--- src/rtl/tcpbus_axi4_burst_master.sv ---
// tcpBus command to AXI4 INCR burst master: splits a beat count into MAX_BURST-sized bursts.
// Define TCPBUS_AXI4_4K_SPLIT_EN to also split bursts at 4 KB address boundaries.
module tcpbus_axi4_burst_master #(
    parameter int DATA_WIDTH = 128,
    parameter int MAX_BURST  = 256,
    parameter int SIZE_WIDTH = 20
) (
    input  logic                      clk,
    input  logic                      reset,
    input  logic                      tcpBus_cmd_valid,
    output logic                      tcpBus_cmd_ready,
    input  logic                      tcpBus_cmd_write,
    input  logic [31:0]               tcpBus_addr,
    input  logic [SIZE_WIDTH-1:0]     tcpBus_size,
    input  logic                      tcpBus_wdata_valid,
    output logic                      tcpBus_wdata_ready,
    input  logic [DATA_WIDTH-1:0]     tcpBus_wdata_payload_fragment,
    input  logic                      tcpBus_wdata_payload_last,
    output logic                      tcpBus_rdata_valid,
    input  logic                      tcpBus_rdata_ready,
    output logic [DATA_WIDTH-1:0]     tcpBus_rdata_payload_fragment,
    output logic                      tcpBus_rdata_payload_last,
    output logic                      tcpBus_rsp_valid,
    output logic [1:0]                tcpBus_rsp_payload,
    output logic                      masterAxi_aw_valid,
    input  logic                      masterAxi_aw_ready,
    output logic [31:0]               masterAxi_aw_addr,
    output logic [3:0]                masterAxi_aw_id,
    output logic [7:0]                masterAxi_aw_len,
    output logic [2:0]                masterAxi_aw_size,
    output logic [1:0]                masterAxi_aw_burst,
    output logic                      masterAxi_w_valid,
    input  logic                      masterAxi_w_ready,
    output logic [DATA_WIDTH-1:0]     masterAxi_w_data,
    output logic [DATA_WIDTH/8-1:0]   masterAxi_w_strb,
    output logic                      masterAxi_w_last,
    input  logic                      masterAxi_b_valid,
    output logic                      masterAxi_b_ready,
    input  logic [1:0]                masterAxi_b_resp,
    output logic                      masterAxi_ar_valid,
    input  logic                      masterAxi_ar_ready,
    output logic [31:0]               masterAxi_ar_addr,
    output logic [3:0]                masterAxi_ar_id,
    output logic [7:0]                masterAxi_ar_len,
    output logic [2:0]                masterAxi_ar_size,
    output logic [1:0]                masterAxi_ar_burst,
    input  logic                      masterAxi_r_valid,
    output logic                      masterAxi_r_ready,
    input  logic [DATA_WIDTH-1:0]     masterAxi_r_data,
    input  logic [1:0]                masterAxi_r_resp,
    input  logic                      masterAxi_r_last
);
    localparam int BYTES     = DATA_WIDTH / 8;
    localparam int LOG_BYTES = $clog2(BYTES);
    localparam logic [2:0] AXI_SIZE = 3'(LOG_BYTES);

    typedef enum logic [2:0] {S_IDLE, S_AW, S_W, S_B, S_AR, S_R, S_RSP} state_t;

    state_t                state_q, state_d;
    logic [31:0]           addr_q, addr_d;
    logic [SIZE_WIDTH-1:0] remaining_q, remaining_d;
    logic [1:0]            resp_q, resp_d;
    logic [8:0]            beat_cnt_q, beat_cnt_d;

    logic [31:0] rem_ext;
    logic [8:0]  burst_beats;
    logic [31:0] addr_step;
    logic        final_burst;
    logic        unused_ok;

    // Write-data framing comes from the beat count, not the tcpBus last flag.
    assign unused_ok = tcpBus_wdata_payload_last;

`ifdef TCPBUS_AXI4_4K_SPLIT_EN
    logic [12:0] to_4k;
`endif

    always_comb begin
        rem_ext     = 32'(remaining_q);
        burst_beats = (rem_ext > 32'(MAX_BURST)) ? 9'(MAX_BURST) : rem_ext[8:0];
`ifdef TCPBUS_AXI4_4K_SPLIT_EN
        to_4k = 13'(13'h1000 - {1'b0, addr_q[11:0]}) >> LOG_BYTES;
        if (to_4k < {4'd0, burst_beats}) begin
            burst_beats = to_4k[8:0];
        end
`endif
        addr_step   = 32'(burst_beats) << LOG_BYTES;
        final_burst = (remaining_q == SIZE_WIDTH'(burst_beats));
    end

    always_ff @(posedge clk) begin
        if (reset) begin
            state_q     <= S_IDLE;
            addr_q      <= '0;
            remaining_q <= '0;
            resp_q      <= 2'b00;
            beat_cnt_q  <= '0;
        end else begin
            state_q     <= state_d;
            addr_q      <= addr_d;
            remaining_q <= remaining_d;
            resp_q      <= resp_d;
            beat_cnt_q  <= beat_cnt_d;
        end
    end

    always_comb begin
        state_d     = state_q;
        addr_d      = addr_q;
        remaining_d = remaining_q;
        resp_d      = resp_q;
        beat_cnt_d  = beat_cnt_q;

        tcpBus_cmd_ready              = 1'b0;
        tcpBus_wdata_ready            = 1'b0;
        tcpBus_rdata_valid            = 1'b0;
        tcpBus_rdata_payload_fragment = '0;
        tcpBus_rdata_payload_last     = 1'b0;
        tcpBus_rsp_valid              = 1'b0;
        tcpBus_rsp_payload            = 2'b00;
        masterAxi_aw_valid            = 1'b0;
        masterAxi_aw_addr             = '0;
        masterAxi_aw_id               = '0;
        masterAxi_aw_len              = '0;
        masterAxi_aw_size             = '0;
        masterAxi_aw_burst            = '0;
        masterAxi_w_valid             = 1'b0;
        masterAxi_w_data              = '0;
        masterAxi_w_strb              = '0;
        masterAxi_w_last              = 1'b0;
        masterAxi_b_ready             = 1'b0;
        masterAxi_ar_valid            = 1'b0;
        masterAxi_ar_addr             = '0;
        masterAxi_ar_id               = '0;
        masterAxi_ar_len              = '0;
        masterAxi_ar_size             = '0;
        masterAxi_ar_burst            = '0;
        masterAxi_r_ready             = 1'b0;

        case (state_q)
            S_IDLE: begin
                tcpBus_cmd_ready = 1'b1;
                if (tcpBus_cmd_valid) begin
                    addr_d      = tcpBus_addr & ~32'(BYTES - 1);
                    remaining_d = tcpBus_size;
                    resp_d      = 2'b00;
                    beat_cnt_d  = '0;
                    if (tcpBus_size == '0)     state_d = S_RSP;
                    else if (tcpBus_cmd_write) state_d = S_AW;
                    else                       state_d = S_AR;
                end
            end
            S_AW: begin
                masterAxi_aw_valid = 1'b1;
                masterAxi_aw_addr  = addr_q;
                masterAxi_aw_len   = 8'(burst_beats - 9'd1);
                masterAxi_aw_size  = AXI_SIZE;
                masterAxi_aw_burst = 2'b01;
                if (masterAxi_aw_ready) state_d = S_W;
            end
            S_W: begin
                masterAxi_w_valid  = tcpBus_wdata_valid;
                masterAxi_w_data   = tcpBus_wdata_payload_fragment;
                masterAxi_w_strb   = '1;
                masterAxi_w_last   = (beat_cnt_q == burst_beats - 9'd1);
                tcpBus_wdata_ready = masterAxi_w_ready;
                if (tcpBus_wdata_valid && masterAxi_w_ready) begin
                    if (masterAxi_w_last) begin
                        beat_cnt_d = '0;
                        state_d    = S_B;
                    end else begin
                        beat_cnt_d = beat_cnt_q + 9'd1;
                    end
                end
            end
            S_B: begin
                masterAxi_b_ready = 1'b1;
                if (masterAxi_b_valid) begin
                    // Only the first error sticks; later responses cannot overwrite it.
                    if (resp_q == 2'b00) resp_d = masterAxi_b_resp;
                    remaining_d = remaining_q - SIZE_WIDTH'(burst_beats);
                    addr_d      = addr_q + addr_step;
                    state_d     = final_burst ? S_RSP : S_AW;
                end
            end
            S_AR: begin
                masterAxi_ar_valid = 1'b1;
                masterAxi_ar_addr  = addr_q;
                masterAxi_ar_len   = 8'(burst_beats - 9'd1);
                masterAxi_ar_size  = AXI_SIZE;
                masterAxi_ar_burst = 2'b01;
                if (masterAxi_ar_ready) state_d = S_R;
            end
            S_R: begin
                tcpBus_rdata_valid            = masterAxi_r_valid;
                tcpBus_rdata_payload_fragment = masterAxi_r_data;
                tcpBus_rdata_payload_last     = masterAxi_r_last && final_burst;
                masterAxi_r_ready             = tcpBus_rdata_ready;
                if (masterAxi_r_valid && tcpBus_rdata_ready) begin
                    if (resp_q == 2'b00) resp_d = masterAxi_r_resp;
                    if (masterAxi_r_last) begin
                        remaining_d = remaining_q - SIZE_WIDTH'(burst_beats);
                        addr_d      = addr_q + addr_step;
                        state_d     = final_burst ? S_RSP : S_AR;
                    end
                end
            end
            S_RSP: begin
                tcpBus_rsp_valid   = 1'b1;
                tcpBus_rsp_payload = resp_q;
                state_d            = S_IDLE;
            end
            default: state_d = S_IDLE;
        endcase
    end
endmodule

--- config.mk ---
export PLATFORM = sky130hd
export DESIGN_NAME = tcpbus_axi4_burst_master
export DESIGN_NICKNAME = d
export VERILOG_FILES = /design/src/rtl/tcpbus_axi4_burst_master.sv
export SDC_FILE = /design/constraint.sdc
export NUM_CORES = 1
export LEC_CHECK = 0
export ABC_AREA = 1
export BUFFER_PORTS_ARGS = -buffer_cell sky130_fd_sc_hd__buf_2
export CORE_AREA = 5 5 276 278
export CTS_CLUSTER_SIZE = 30
export DETAILED_ROUTE_END_ITERATION = 16
export DIE_AREA = 0 0 281 283
export HOLD_SLACK_MARGIN = 0.05
export SYNTH_ARGS = -nofsm -noshare
export SYNTH_HDL_FRONTEND = slang
export SYNTH_SLANG_ARGS = --single-unit
--- constraint.sdc ---
create_clock -name clk -period 3.7 [get_ports clk]
set_input_delay 0.185 -clock clk [delete_from_list [all_inputs] [get_ports clk]]
set_output_delay 0.185 -clock clk [all_outputs]
set_load 0.02 [all_outputs]
==> results_dict.tcl <==
set metrics [dict create \
    required_ps 3510 \
    arrival_ps 3160 \
    drt_iter0_markers 642 \
    synthDominantCellAreaShare_pct 20.9 \
    via_per_inst 3.70 \
    p_per_area_nw_per_um2 636 \
    initial_core_util_pct 10.2 \
    worst_pin_slew_ps 1050 \
    yosysUniqueCellTypes 50 \
    ys_seq_area_share_pct 16.5 \
    hp-start "tcpBus_addr[21]" \
    root_buffer "clkbuf_16" \
    clock-sinks 62 \
    first_global_vias 10714 \
    clk_latency_ps 350 \
    design.core.area_um2 73700 \
    cts_resized 0 \
    max-vdd-ir-drop_mv 0.334 \
    dpl-instance-area_um2 11800 \
    slew_viol_final 0 \
    post-route-min-period_ps 3340 \
    grtUsageTotal_pct 17.2 \
    synth_edf_count 0 \
    hp-class "input pin to flip-flop" \
    drv_cap 0 \
    crit_path_start "remaining_q[2]" \
    h-tree-depth 3 \
    setup_viol 0 \
    num_io_pins 708 \
    power.leakage_nw 7.69 \
    path_clk_slew_ps 60 \
    tns_ps 0 \
    drtPass1Iterations 5 \
    vias 11430 \
    start_kind "flip-flop" \
    nFillCells 8797 \
    critPathMaxFanout 8 \
    postLayoutCellArea_um2 12200 \
    synth_top_area_cell "nor2_1" \
    drive_gt1_share_pct 37.4 \
    gp_congestion 0.893 \
    fmax_ghz 0.299 \
    rsz0062_at_grt "no" \
    portBuffers 680 \
    cts_inserted_buffers 9 \
    wl_per_cell_um 23.5 \
    synthToLayoutAreaGrowth_pct 62.2 \
    fin_nets 2417 \
    die_h_um 283 \
    ys.flop_type "dfxtp_1" \
    synth_warnings 0 \
    synthTopCellsByArea "nor2_1 (21%), inv_1 (18%), dfxtp_1 (16%)" \
    die-area_um2 79500 \
    status "complete, no violations" \
    rows 100 \
    async_flop_share_pct 0 \
    crit_path_end_kind "primary output" \
    hold_viol 0 \
    r2r-start "remaining_q[0]" \
    dp_hpwl_um 66100 \
    antenna_found_initial 102 \
    grt_max_degree 133 \
    cts_tree "yes" \
    ant_nets 0 \
    avgSynthCellArea_um2 5.21 \
    ctsHoldBuffers 0 \
    drc 0 \
    cts_buffer_depth 2 \
    synth_area_um2 7530 \
    wirelength_um 72500 \
    skew_ps 18.6 \
    grt-ovfl-total 0 \
    netlist_instances 1447 \
    postCtsSetupBuffers 0 \
    slew_headroom_pct 30.1 \
    grt_pass1_wl_um 93900 \
    path_class "flip-flop to primary output" \
    ys_seq_elements 62 \
    post-route-period-util_pct 90.3 \
    die_w_um 281 \
]
-- cells by family after synthesis --
family                     Yosys count  synth area share (%)
xor gates and xnor gates            21                  2.44
DFF                                 62                  16.5
and+or+nand+nor                    727                  41.0
buffers and inverters              479                  26.4
adders and majority gates           13                  2.26
AOI/OAI and AO/OA                  143                  11.3
other                                2                0.0997
-- final cells by class --
type | count | area (um2) | area share (%)
Multi-Input combinational cell | 927 | 4420 | 36.1
Timing Repair Buffer | 699 | 3560 | 29.1
Inverter | 380 | 1430 | 11.7
Sequential cell | 62 | 1240 | 10.2
Tap cell | 969 | 1210 | 9.92
Clock buffer | 9 | 225 | 1.84
Antenna cell | 33 | 82.6 | 0.676
Clock inverter | 7 | 57.6 | 0.471
-- cells in the final DEF, fill, tap and decap left out, drive strengths merged --
cell type	synthesis	final
nor3b	2	2
xnor2	3	3
o31ai	3	3
o221a	2	2
a21o	1	1
o22ai	5	5
o21ai	45	45
o221ai	4	4
nand4	14	14
dfxtp	62	62
conb	2	23
o2111ai	1	1
fa	1	1
clkbuf	39	9
ha	12	12
a211oi	4	4
clkinv	2	7
xor2	18	18
nand3b	1	1
nor4	9	9
or2	1	1
diode	0	33
a21oi	55	55
a31oi	12	12
buf	60	699
nor2	437	437
o211ai	7	7
nand3	58	58
nor3	15	15
inv	378	380
o21bai	2	2
nand2	190	190
o311ai	2	2
-- registers in the layout, indices dropped and copies added (netlist names) --
signal,flops
beat_cnt_q,9
addr_q,28
remaining_q,20
resp_q,2
state_q,3
-- through the flow --
step	hold slack (ps)	setup slack [ps]	power, mW	util [%]	cells
6_report	96.6	359	7.78	16.6	3086
3_3_place_gp	452	349	7.00	16.1	3037
2_1_floorplan	333	809	4.91	-	1468
4_1_cts	84.2	113	7.90	16.5	3053
3_5_place_dp	456	331	7.04	16.1	3037
5_1_grt	103	4.81	8.49	16.5	3063
-- cells in the mapped netlist (2+ instances only) --
| library cell | n |
|---|---|
| nand4_1 | 14 |
| buf_1 | 7 |
| inv_1 | 363 |
| clkbuf_1 | 39 |
| nand3_2 | 2 |
| o211ai_1 | 6 |
| a21oi_1 | 54 |
| xor2_1 | 18 |
| nor3_1 | 15 |
| clkinv_1 | 2 |
| ha_1 | 12 |
| inv_2 | 15 |
| o221ai_1 | 4 |
| nand3_1 | 56 |
| buf_6 | 3 |
| a31oi_1 | 12 |
| nand2_1 | 175 |
| o21ai_1 | 4 |
| nand2_2 | 12 |
| o21ai_2 | 3 |
| o22ai_1 | 5 |
| nand2_4 | 3 |
| dfxtp_1 | 62 |
| o221a_2 | 2 |
| nor2_2 | 8 |
| nor4_1 | 8 |
| nor3b_1 | 2 |
| a211oi_1 | 4 |
| buf_4 | 41 |
| conb_1 | 2 |
| o21ai_0 | 37 |
| nor2_4 | 6 |
| o21bai_1 | 2 |
| o31ai_1 | 2 |
| xnor2_1 | 3 |
| buf_2 | 9 |
| nor2_1 | 419 |
| nor2_8 | 4 |
-- path summary, 6_finish.rpt --
check                endpoint  slack [ps]  cells past startpoint
min reg2reg        addr_q[25]         470                      2
max reg2reg        addr_q[26]         370                     23
min                addr_q[21]         100                      3
max          masterAxi_w_last         360                     15
-- layer usage --
layer | GRT usage [%] | vias to the layer above | part of all wire, %
met4 | 2.26 | 58 | 2.1
met2 | 28.3 | 599 | 44
li1 | - | 5518 | -
met5 | 0 | - | 0.52
met1 | 17.0 | 5110 | 34
met3 | 15.0 | 145 | 19
-- critical path, cell delays in order, from the launching register on --
cell and delay, ps:
dfxtp_1 370, nor2_2 190, nand2_2 100, nor2_2 160
nor2_4 60, nor2_8 150, nand2_4 130, ha_1 440
xor2_1 160, nand2_1 100, nor2_1 130, nand4_1 120
a21oi_1 130, nand2_1 90, nor4_2 210, buf_2 280
-- power breakdown --
group | total (mW) | internal [mW] | switching, mW
logic | 5.80 | 1.61 | 4.19
clock network | 0.827 | 0.462 | 0.366
registers | 1.15 | 0.897 | 0.252
total | 7.78 | 2.97 | 4.81
Power figures use the tool's default switching activity.
